==> src/rtl/raster_pkg.sv <==
// Shared types and helpers for the line rasterizer: FSM states, default
// screen geometry and the constant-width framebuffer address helper.
package raster_pkg;

    typedef enum logic [1:0] {IDLE, SETUP, DRAW} raster_state_t;

    localparam int DEF_SCREEN_W = 640;
    localparam int DEF_SCREEN_H = 480;

    // y*width + x as a shift-add over the set bits of width; with a constant
    // width this folds down to a few adders.
    function automatic logic [31:0] screen_addr(input logic [31:0] x,
                                                input logic [31:0] y,
                                                input int          width);
        logic [31:0] acc;
        acc = x;
        for (int i = 0; i < 31; i++)
            if (width[i]) acc = acc + (y << i);
        return acc;
    endfunction

endpackage

==> src/rtl/bresenham_stepper.sv <==
// Bresenham datapath: converts latched centre-origin endpoints to screen space
// on load, then walks one point per advance and flags on-screen points.
module bresenham_stepper
    import raster_pkg::*;
#(
    parameter int COORD_W  = 13,
    parameter int SCREEN_W = DEF_SCREEN_W,
    parameter int SCREEN_H = DEF_SCREEN_H
) (
    input  logic                      clk,
    input  logic                      rst,
    input  logic                      load_i,
    input  logic                      adv_i,
    input  logic signed [COORD_W-1:0] sx_i,
    input  logic signed [COORD_W-1:0] sy_i,
    input  logic signed [COORD_W-1:0] ex_i,
    input  logic signed [COORD_W-1:0] ey_i,
    output logic        [COORD_W-1:0] px_o,
    output logic        [COORD_W-1:0] py_o,
    output logic                      on_o,
    output logic                      last_o
);
    localparam int PW = COORD_W + 2;
    localparam int EW = COORD_W + 4;
    typedef logic signed [PW-1:0] pos_t;
    typedef logic signed [EW-1:0] err_t;

    pos_t sx0, sy0, ex0, ey0, ddx, ddy, adx, ady;
    logic signed [1:0] stx, sty;
    pos_t cx_q, cx_d, cy_q, cy_d, dx_q, dx_d, dy_q, dy_d, steps_q, steps_d;
    logic signed [1:0] stepx_q, stepx_d, stepy_q, stepy_d;
    err_t err_q, err_d, e2;

    // Screen space: x shifted right by half a width, y flipped so rows grow down.
    always_comb begin
        sx0 = pos_t'(sx_i) + pos_t'(SCREEN_W / 2);
        ex0 = pos_t'(ex_i) + pos_t'(SCREEN_W / 2);
        sy0 = pos_t'(SCREEN_H / 2) - pos_t'(sy_i);
        ey0 = pos_t'(SCREEN_H / 2) - pos_t'(ey_i);
        ddx = ex0 - sx0;
        ddy = ey0 - sy0;
        adx = ddx[PW-1] ? -ddx : ddx;
        ady = ddy[PW-1] ? -ddy : ddy;
        stx = ddx[PW-1] ? 2'b11 : ((ddx != '0) ? 2'b01 : 2'b00);
        sty = ddy[PW-1] ? 2'b11 : ((ddy != '0) ? 2'b01 : 2'b00);
    end

    always_comb begin
        cx_d    = cx_q;
        cy_d    = cy_q;
        dx_d    = dx_q;
        dy_d    = dy_q;
        stepx_d = stepx_q;
        stepy_d = stepy_q;
        err_d   = err_q;
        steps_d = steps_q;
        e2      = err_q <<< 1;
        if (load_i) begin
            cx_d    = sx0;
            cy_d    = sy0;
            dx_d    = adx;
            dy_d    = ady;
            stepx_d = stx;
            stepy_d = sty;
            err_d   = err_t'(adx) - err_t'(ady);
            steps_d = (adx > ady) ? adx : ady;
        end else if (adv_i && (steps_q != '0)) begin
            // Both tests use the pre-step error; the updates accumulate.
            if (e2 > -err_t'(dy_q)) begin
                err_d = err_d - err_t'(dy_q);
                cx_d  = cx_q + pos_t'(stepx_q);
            end
            if (e2 < err_t'(dx_q)) begin
                err_d = err_d + err_t'(dx_q);
                cy_d  = cy_q + pos_t'(stepy_q);
            end
            steps_d = steps_q - pos_t'(1);
        end
    end

    always_ff @(posedge clk) begin
        if (rst) begin
            cx_q    <= '0;
            cy_q    <= '0;
            dx_q    <= '0;
            dy_q    <= '0;
            stepx_q <= '0;
            stepy_q <= '0;
            err_q   <= '0;
            steps_q <= '0;
        end else begin
            cx_q    <= cx_d;
            cy_q    <= cy_d;
            dx_q    <= dx_d;
            dy_q    <= dy_d;
            stepx_q <= stepx_d;
            stepy_q <= stepy_d;
            err_q   <= err_d;
            steps_q <= steps_d;
        end
    end

    assign on_o   = !cx_q[PW-1] && (cx_q < pos_t'(SCREEN_W)) &&
                    !cy_q[PW-1] && (cy_q < pos_t'(SCREEN_H));
    assign last_o = (steps_q == '0);
    assign px_o   = cx_q[COORD_W-1:0];
    assign py_o   = cy_q[COORD_W-1:0];

endmodule

==> src/rtl/line_raster_stream.sv <==
// Streaming line rasterizer: accepts one line per handshake, steps it with
// Bresenham and emits clipped on-screen pixels with framebuffer addresses.
module line_raster_stream
    import raster_pkg::*;
#(
    parameter int COORD_W  = 13,
    parameter int SCREEN_W = DEF_SCREEN_W,
    parameter int SCREEN_H = DEF_SCREEN_H,
    parameter int COLOR_W  = 4,
    parameter int ADDR_W   = 19
) (
    input  logic                      clk,
    input  logic                      rst,
    input  logic                      line_valid,
    output logic                      line_ready,
    input  logic signed [COORD_W-1:0] start_x,
    input  logic signed [COORD_W-1:0] start_y,
    input  logic signed [COORD_W-1:0] end_x,
    input  logic signed [COORD_W-1:0] end_y,
    input  logic        [COLOR_W-1:0] line_color,
    output logic                      pix_valid,
    input  logic                      pix_ready,
    output logic        [COORD_W-1:0] pix_x,
    output logic        [COORD_W-1:0] pix_y,
    output logic        [ADDR_W-1:0]  pix_addr,
    output logic        [COLOR_W-1:0] pix_color,
    output logic                      line_done,
    output logic                      busy
);
    raster_state_t state_q, state_d;
    logic signed [COORD_W-1:0] sx_q, sy_q, ex_q, ey_q;
    logic [COLOR_W-1:0] color_q;
    logic on, last, adv, accept;

    assign accept = (state_q == IDLE) && line_valid;
    // Off-screen points retire without waiting for the consumer.
    assign adv    = !on || pix_ready;

    always_comb begin
        state_d    = state_q;
        line_ready = 1'b0;
        line_done  = 1'b0;
        busy       = 1'b1;
        case (state_q)
            IDLE: begin
                line_ready = 1'b1;
                busy       = 1'b0;
                if (line_valid) state_d = SETUP;
            end
            SETUP: state_d = DRAW;
            DRAW: begin
                if (adv && last) begin
                    line_done = 1'b1;
                    state_d   = IDLE;
                end
            end
            default: state_d = IDLE;
        endcase
    end

    always_ff @(posedge clk) begin
        if (rst) begin
            state_q <= IDLE;
            sx_q    <= '0;
            sy_q    <= '0;
            ex_q    <= '0;
            ey_q    <= '0;
            color_q <= '0;
        end else begin
            state_q <= state_d;
            if (accept) begin
                sx_q    <= start_x;
                sy_q    <= start_y;
                ex_q    <= end_x;
                ey_q    <= end_y;
                color_q <= line_color;
            end
        end
    end

    bresenham_stepper #(
        .COORD_W (COORD_W),
        .SCREEN_W(SCREEN_W),
        .SCREEN_H(SCREEN_H)
    ) u_stepper (
        .clk   (clk),
        .rst   (rst),
        .load_i(state_q == SETUP),
        .adv_i ((state_q == DRAW) && adv),
        .sx_i  (sx_q),
        .sy_i  (sy_q),
        .ex_i  (ex_q),
        .ey_i  (ey_q),
        .px_o  (pix_x),
        .py_o  (pix_y),
        .on_o  (on),
        .last_o(last)
    );

    assign pix_valid = (state_q == DRAW) && on;
    assign pix_color = color_q;
    assign pix_addr  = ADDR_W'(screen_addr(32'(pix_x), 32'(pix_y), SCREEN_W));

endmodule
==> config.mk <==
export PLATFORM = sky130hd
export DESIGN_NAME = line_raster_stream
export DESIGN_NICKNAME = d
export VERILOG_FILES = /design/src/rtl/raster_pkg.sv /design/src/rtl/bresenham_stepper.sv /design/src/rtl/line_raster_stream.sv
export SDC_FILE = /design/constraint.sdc
export NUM_CORES = 1
export LEC_CHECK = 0
export ABC_AREA = 0
export BUFFER_PORTS_ARGS = -buffer_cell sky130_fd_sc_hd__buf_4
export CORE_UTILIZATION = 25
export CTS_BUF_LIST = sky130_fd_sc_hd__clkbuf_8
export DETAILED_ROUTE_END_ITERATION = 16
export GPL_TIMING_DRIVEN = 0
export PLACE_DENSITY_LB_ADDON = 0.05
export SYNTH_ARGS = -nofsm -noshare
export SYNTH_HDL_FRONTEND = slang
export SYNTH_SLANG_ARGS = --single-unit
==> constraint.sdc <==
create_clock -name clk -period 7.8 [get_ports clk]
set_clock_uncertainty 0.15 [all_clocks]
set_input_delay 0.78 -clock clk [delete_from_list [all_inputs] [get_ports clk]]
set_output_delay 0.78 -clock clk [all_outputs]
set_load 0.005 [all_outputs]
Yosys cells after proc, flatten, opt, wreduce, memory -nomap -nowiden
Cells that the tools add are included.
{"block": "word_totals", "reg_bits": 154, "output_inout_bits": 53, "word_cells": 91}
{"block": "op_classes", "add_sub_neg": 17, "n_lt_le_gt_ge": 5, "n_eq_ne": 4, "muxes": 28, "reduce_logical": 23}
{"op": "$mux W15", "n": 11}
{"op": "$mux W17", "n": 6}
{"op": "$reduce_bool A15 Y1", "n": 3}
{"op": "$add A15 B2 Y15", "n": 2}
{"op": "$neg A15 Y15", "n": 2}
{"op": "$sub A15 B15 Y15", "n": 2}
{"op": "$add A13 B10 Y14 const B", "n": 2}
{"op": "$sub A9 B13 Y14 const A", "n": 2}
{"op": "$add A13 B19 Y19", "n": 1}
{"op": "$add A19 B19 Y19", "n": 1}
{"op": "$add A17 B15 Y17", "n": 1}
{"op": "$gt A17 B17 Y1", "n": 1}
{"op": "$lt A17 B15 Y1", "n": 1}
{"op": "$neg A15 Y17", "n": 1}
{"op": "$sub A17 B15 Y17", "n": 1}
{"op": "$sub A15 B15 Y16", "n": 1}
{"op": "$gt A15 B15 Y1", "n": 1}
{"op": "$logic_not A15 Y1", "n": 1}
{"op": "$lt A15 B10 Y1 const B", "n": 1}
{"op": "$lt A15 B11 Y1 const B", "n": 1}
{"op": "$sub A15 B2 Y15 const B", "n": 1}
{"op": "$logic_and A1 B1 Y1", "n": 8}
{"op": "$mux W2", "n": 4}
{"op": "$mux W1", "n": 6}
{"op": "9 further kinds", "n": 16}

Depth between registers and ports, before layout
{"block": "depth", "word_depth": 14, "mapped_depth": 30, "depth_no_buf": 29}

By module
From an unflattened synthesis, not the netlist that was laid out.
{"block": "hier_totals", "hier_cells": 1816, "hier_area_um2": 14420.1}
{"module": "bresenham_stepper", "instances": 1, "cells_each": 1474, "area_per_inst_um2": 11358.4}
{"module": "line_raster_stream", "instances": 1, "cells_each": 342, "area_per_inst_um2": 3061.7}

Worst setup path after synthesis
No wires, ideal clock.
{"block": "synth_path", "path_type": "reg-to-reg", "start": "reg sy_q[0]", "end": "reg u_stepper.steps_q[7]", "arrival_time_ns": 5.881, "setup_slack_ns": 1.647, "stages_incl_launch_ff": 29, "n_path_buf": 2, "synth_period_minus_slack_ns": 6.153, "path_cell_list": "dfxtp_1 > inv_1 > ha_1 > nor3b_1 > nor2_1 > nor3_1 > xor2_1 > ha_1 > and3_1 > a22oi_1 > a32o_1 > clkbuf_1 > o21ai_0 > xor2_1 > ha_1 > o21ai_0 > o21bai_1 > a21oi_1 > o21bai_1 > a21oi_1 > o21ai_0 > nand3_1 > a211oi_2 > o32ai_1 > maj3_2 > a211oi_4 > buf_6 > nor3_1 > a311o_1"}
{"block": "synth_via", "elab_chain_len": 7}
{"element": "start, declared", "line": "line_raster_stream.sv:31", "rtl": "logic signed [COORD_W-1:0] sx_q, sy_q, ex_q, ey_q;"}
{"element": "start signal, assigned", "line": "line_raster_stream.sv:73", "rtl": "sy_q <= start_y;"}
{"element": "$sub A9 B13 Y14 (*)", "line": "bresenham_stepper.sv:38", "rtl": "sy0 = pos_t'(SCREEN_H / 2) - pos_t'(sy_i);"}
{"element": "$sub A15 B15 Y15 (*)", "line": "bresenham_stepper.sv:41", "rtl": "ddy = ey0 - sy0;"}
{"element": "$neg A15 Y15", "line": "bresenham_stepper.sv:43", "rtl": "ady = ddy[PW-1] ? -ddy : ddy;"}
{"element": "$mux W15 (*)", "line": "bresenham_stepper.sv:43"}
{"element": "$gt A15 B15 Y1", "line": "bresenham_stepper.sv:66", "rtl": "steps_d = (adx > ady) ? adx : ady;"}
{"element": "$mux W15 (*)", "line": "bresenham_stepper.sv:66"}
{"element": "$mux W15 (*)", "line": "bresenham_stepper.sv:58", "rtl": "if (load_i) begin"}
{"element": "end signal, assigned", "line": "bresenham_stepper.sv:99", "rtl": "steps_q <= steps_d;"}
{"element": "end, declared", "line": "bresenham_stepper.sv:30", "rtl": "pos_t cx_q, cx_d, cy_q, cy_d, dx_q, dx_d, dy_q, dy_d, steps_q, steps_d;"}
Mark *: on every way between the ends. The rest lies on a longest branch, timed or not.
A chain may end at the register's enable or synchronous reset.

Final worst setup path
{"block": "layout_path", "start": "reg sy_q[0]", "end": "reg u_stepper.steps_q[14]"}
Same word-level chain as after synthesis.

==> key figures <==
Die
  – Die Area: 55790 um2
  – Top-level I/O count: 113
  – Die boundary width: 236.2 um
  – Number of cell rows: 85
  – Core footprint: 54030 um2
  – Height of the chip: 236.2 um
  – Starting density of the core: 25.38%

Worst setup path
  – Largest driver fanout on the critical path: 10
  – Critical Path Slowest Stage Cell: sky130_fd_sc_hd__a211oi_4
  – Crit start category: flip-flop
  – Worst r2r path cells: 28
  – Crit Reg-Reg Endpoint: u_stepper.steps_q[14]
  – Reg2reg setup slack: 0.41 ns
  – Stage delay of the slowest cell on the critical path: 0.46 ns
  – Reg-to-reg critical path startpoint: sy_q[0]
  – Category of the most critical setup path: flip-flop to flip-flop
  – CP required: 8.02 ns
  – Endpoint kind of the worst setup timing path: flip-flop
  – Data arrival time of the critical path: 7.60 ns
  – Capture point of the worst path: u_stepper.steps_q[14]
  – Start point of the critical path: sy_q[0]

STA
  – Achievable clock frequency: 0.1354 GHz
  – Headroom to the max-slew limit: 24.46%
  – Period utilisation layout: 94.69%
  – Post-layout minimum cycle time: 7.386 ns
  – Unrepaired setup endpoints after global routing: false
  – Setup slack after layout: 0.4144 ns
  – Slew Limit Fails: 0
  – Final Hold Viols: 0
  – Setup-violating endpoint count in the final report: 0
  – Slew of the pin with the lowest slew margin: 1.133 ns

Place
  – Detailed placer's ending HPWL: 43.38 mm
  – Post-detailed-placement cell area: 15420 um2
  – RePlAce Congestion: 0.8485
  – Port-buffer cells: 111
  – Pre-CTS setup slack: -0.2852 ns

Detailed routing
  – Routed wire per std cell: 20.41 um
  – Antenna viol nets, final: 0
  – Detailed-route vias per instance: 4.939
  – Total DRC errors in the routed layout: 0
  – Pre-Repair DR Iteration Count: 5
  – Total Wirelength: 53.32 mm
  – DRT iter0 DRCs: 632
  – Routed vias: 12900

Layout
  – Nets@finish: 2129
  – Inserted Diodes: 0
  – Area overhead of the layout relative to synthesis: 15.71%
  – Area of the multi-input gates: 9793 um2
  – Count of fill cells added during filler insertion: 6018
  – Post-Route Utilization: 29.37%
  – Fraction of layout instances using a drive strength above 1: 11.69%
  – Area taken by flip-flops and latches: 3064 um2
  – Final design instance area without fill: 15870 um2

CTS
  – Clk Latency, worst-skew pair: 0.51 ns
  – Num CTS Buffers: 17
  – Depth of the CTS H-tree: 4
  – Number of clock sinks: 153
  – Clock slew seen by the registers of the worst setup and hold paths: 0.09 ns
  – Post-CTS setup buffers: 0
  – Clock root buffer: sky130_fd_sc_hd__clkbuf_8
  – Hold-fix buffers at CTS: 0
  – CTS tree: yes
  – Largest buffer count on any clock path: 2

Synthesis
  – Proportion of synthesized chip area in sequential cells: 22.34%
  – Ys async rst share: 0%
  – Number of cells produced by synthesis: 1773
  – Portion of synthesized cell area occupied by the leading cell type: 22.34%
  – Largest area contributor in the synthesized netlist: sky130_fd_sc_hd__dfxtp_1
  – Number of flops mapped to enable cells by yosys: 0
  – Total standard cell area after synthesis: 13710 um2
  – Average cell area after synthesis: 7.734 um2
  – Largest cells by area after synthesis: sky130_fd_sc_hd__dfxtp_1 22%, sky130_fd_sc_hd__ha_1 14%, sky130_fd_sc_hd__xnor2_1 7.5%
  – Warning count from the yosys run: 0
  – Ys flop type: sky130_fd_sc_hd__dfxtp_1
  – Post-synthesis net count: 1999
  – FF+latch count, synth: 153
  – Post-synth cell types: 85

Power and ir drop
  – Total Power Consumption: 7001 uW
  – Proportion of power drawn by the clock network: 8.9%
  – Maximum VDD drop: 0.2045 mV
  – Cell internal pwr: 3246 uW
  – Reported leakage power: 0.006606 uW
  – Power per cell area: 441.2 nW/um2
  – Part of the total power dissipated in sequential elements: 15.9%
  – Switching power share of the total: 53.64%
  – Proportion of power drawn by combinational gates: 75.2%
  – Switching Power: 3755 uW

GRT
  – First-pass GRT wire length: 80.28 mm
  – Pin count of the biggest net entering global routing: 17
  – Congestion Overflow GR: 0
  – GR Util All Layers: 19.29%
  – Antenna violations before repair: 0
  – Via count of the first global-routing pass: 12840

Hold path
  – Start point of the worst hold path: pix_color[0]
  – Hold crit path type: flip-flop to flip-flop

Flow run
  – # Max-Cap Violations: 0

Run status
  – Outcome: finished, final reports clean
==> flip-flops by register name, indices dropped and copies added, names as in the netlist, 15 cells and up <==
register	count
u_stepper.dx_q	15
u_stepper.err_q	16
u_stepper.steps_q	15
u_stepper.cy_q	15
u_stepper.cx_q	15
u_stepper.dy_q	15
==> cells by family (layout without fill, tap and decap cells) <==
family | Yosys count | count (layout) | share of synthesized area, %
simple gates | 548 | 548 | 18.12
compound gates | 506 | 506 | 24.48
buf+inv | 208 | 351 | 6.698
xor+xnor | 174 | 174 | 11.17
fa+ha+maj | 170 | 170 | 16.11
flops | 153 | 153 | 22.34
mux | 14 | 14 | 1.086
==> layer usage <==
layer	vias to the layer above	wire length (um)	share of wire [%]	track usage [%]
met1	6075	25680	48	25.72
met2	232	24450	46	31.87
met4	0	1558	2.9	6.828
met3	48	1624	3.0	2.341
met5	-	0	0	0
li1	6545	-	-	-
==> synthesized netlist by cell type (18+ instances only) <==
cell	number
sky130_fd_sc_hd__a21o_1	30
sky130_fd_sc_hd__nor2_1	147
sky130_fd_sc_hd__nor2b_1	20
sky130_fd_sc_hd__o21ai_0	63
sky130_fd_sc_hd__inv_1	109
sky130_fd_sc_hd__xor2_1	56
sky130_fd_sc_hd__a21oi_1	187
sky130_fd_sc_hd__buf_4	34
sky130_fd_sc_hd__clkbuf_1	52
sky130_fd_sc_hd__a211oi_1	64
sky130_fd_sc_hd__ha_1	154
sky130_fd_sc_hd__dfxtp_1	153
sky130_fd_sc_hd__nand3_1	27
sky130_fd_sc_hd__nor3_1	48
sky130_fd_sc_hd__xnor2_1	117
sky130_fd_sc_hd__nand2_1	204
sky130_fd_sc_hd__nand2b_1	18
==> worst max-delay path, delay by kind of cell, from the launching register on <==
family | cells | cell delay [ns]
buffers and inverters | 3 | 0.65
AOI/OAI and AO/OA | 13 | 2.65
adders and majority gates | 4 | 1.37
muxes | 1 | 0.32
DFF | 1 | 0.40
and+or+nand+nor | 5 | 1.08
xor gates and xnor gates | 2 | 0.63
==> metrics by stage <==
stage                     TNS (ns)  std cells  hold slack, ns
final                            0       2612          0.3098
after global routing             0       2612          0.3408
after CTS                        0       2612          0.3143
after detailed placement    -1.491       2580          0.3026
after global placement      -1.676       2580          0.2983
after floorplan                  0       1773          0.2863
==> cell type report <==
type	count	area share [%]
multi-input combinational	1412	61.72
timing repair buffer	111	5.252
clock buffer	19	1.648
inverter	109	2.579
tap	696	5.489
clock inverter	13	0.7728
sequential	153	19.31
buffer	99	3.225
==> repair_timing <==
item	CTS	global route
gates resized for setup	5	12
pin swaps	0	1
setup endpoints to repair	15	16
==> worst min path at each step <==
stage / endpoint / slack (ns) / cells after the start
after floorplan: ex_q[0] / 0.29 / 2
after global placement: pix_color[2] / 0.30 / 2
after detailed placement: pix_color[0] / 0.30 / 2
after CTS: pix_color[1] / 0.31 / 3
after global routing: pix_color[0] / 0.34 / 2
final: pix_color[0] / 0.31 / 2
==> power by group through the flow <==
stage               Clock, uW  Combinational (uW)  Sequential (uW)
floorplan                   0                3710             1030
global placement            0                5210             1140
CTS                       646                5260             1120
finish                    620                5270             1110
detailed placement          0                5210             1140
global route              669                5820             1140
==> cell usage in the layout (no fill, tap or decap), types with 9 or more instances in the layout <==
| cell type | n |
|---|---|
| sky130_fd_sc_hd__and3_1 | 9 |
| sky130_fd_sc_hd__nor2b_1 | 20 |
| sky130_fd_sc_hd__o21a_1 | 14 |
| sky130_fd_sc_hd__nand2b_1 | 18 |
| sky130_fd_sc_hd__buf_4 | 145 |
| sky130_fd_sc_hd__a21oi_1 | 186 |
| sky130_fd_sc_hd__clkbuf_8 | 19 |
| sky130_fd_sc_hd__nand4_1 | 12 |
| sky130_fd_sc_hd__o211ai_1 | 12 |
| sky130_fd_sc_hd__xnor2_1 | 116 |
| sky130_fd_sc_hd__nand3_1 | 27 |
| sky130_fd_sc_hd__nor3_1 | 48 |
| sky130_fd_sc_hd__o21bai_1 | 15 |
| sky130_fd_sc_hd__xor2_1 | 55 |
| sky130_fd_sc_hd__inv_1 | 109 |
| sky130_fd_sc_hd__nor4_1 | 13 |
| sky130_fd_sc_hd__nor2_1 | 147 |
| sky130_fd_sc_hd__clkbuf_1 | 50 |
| sky130_fd_sc_hd__a21o_1 | 30 |
| sky130_fd_sc_hd__a211oi_1 | 64 |
| sky130_fd_sc_hd__ha_1 | 154 |
| sky130_fd_sc_hd__buf_1 | 10 |
| sky130_fd_sc_hd__nand2_1 | 204 |
| sky130_fd_sc_hd__or3_1 | 12 |
| sky130_fd_sc_hd__o21ai_0 | 62 |
| sky130_fd_sc_hd__fa_1 | 12 |
| sky130_fd_sc_hd__dfxtp_1 | 152 |
No activity file was read; power rests on OpenSTA's default activity.
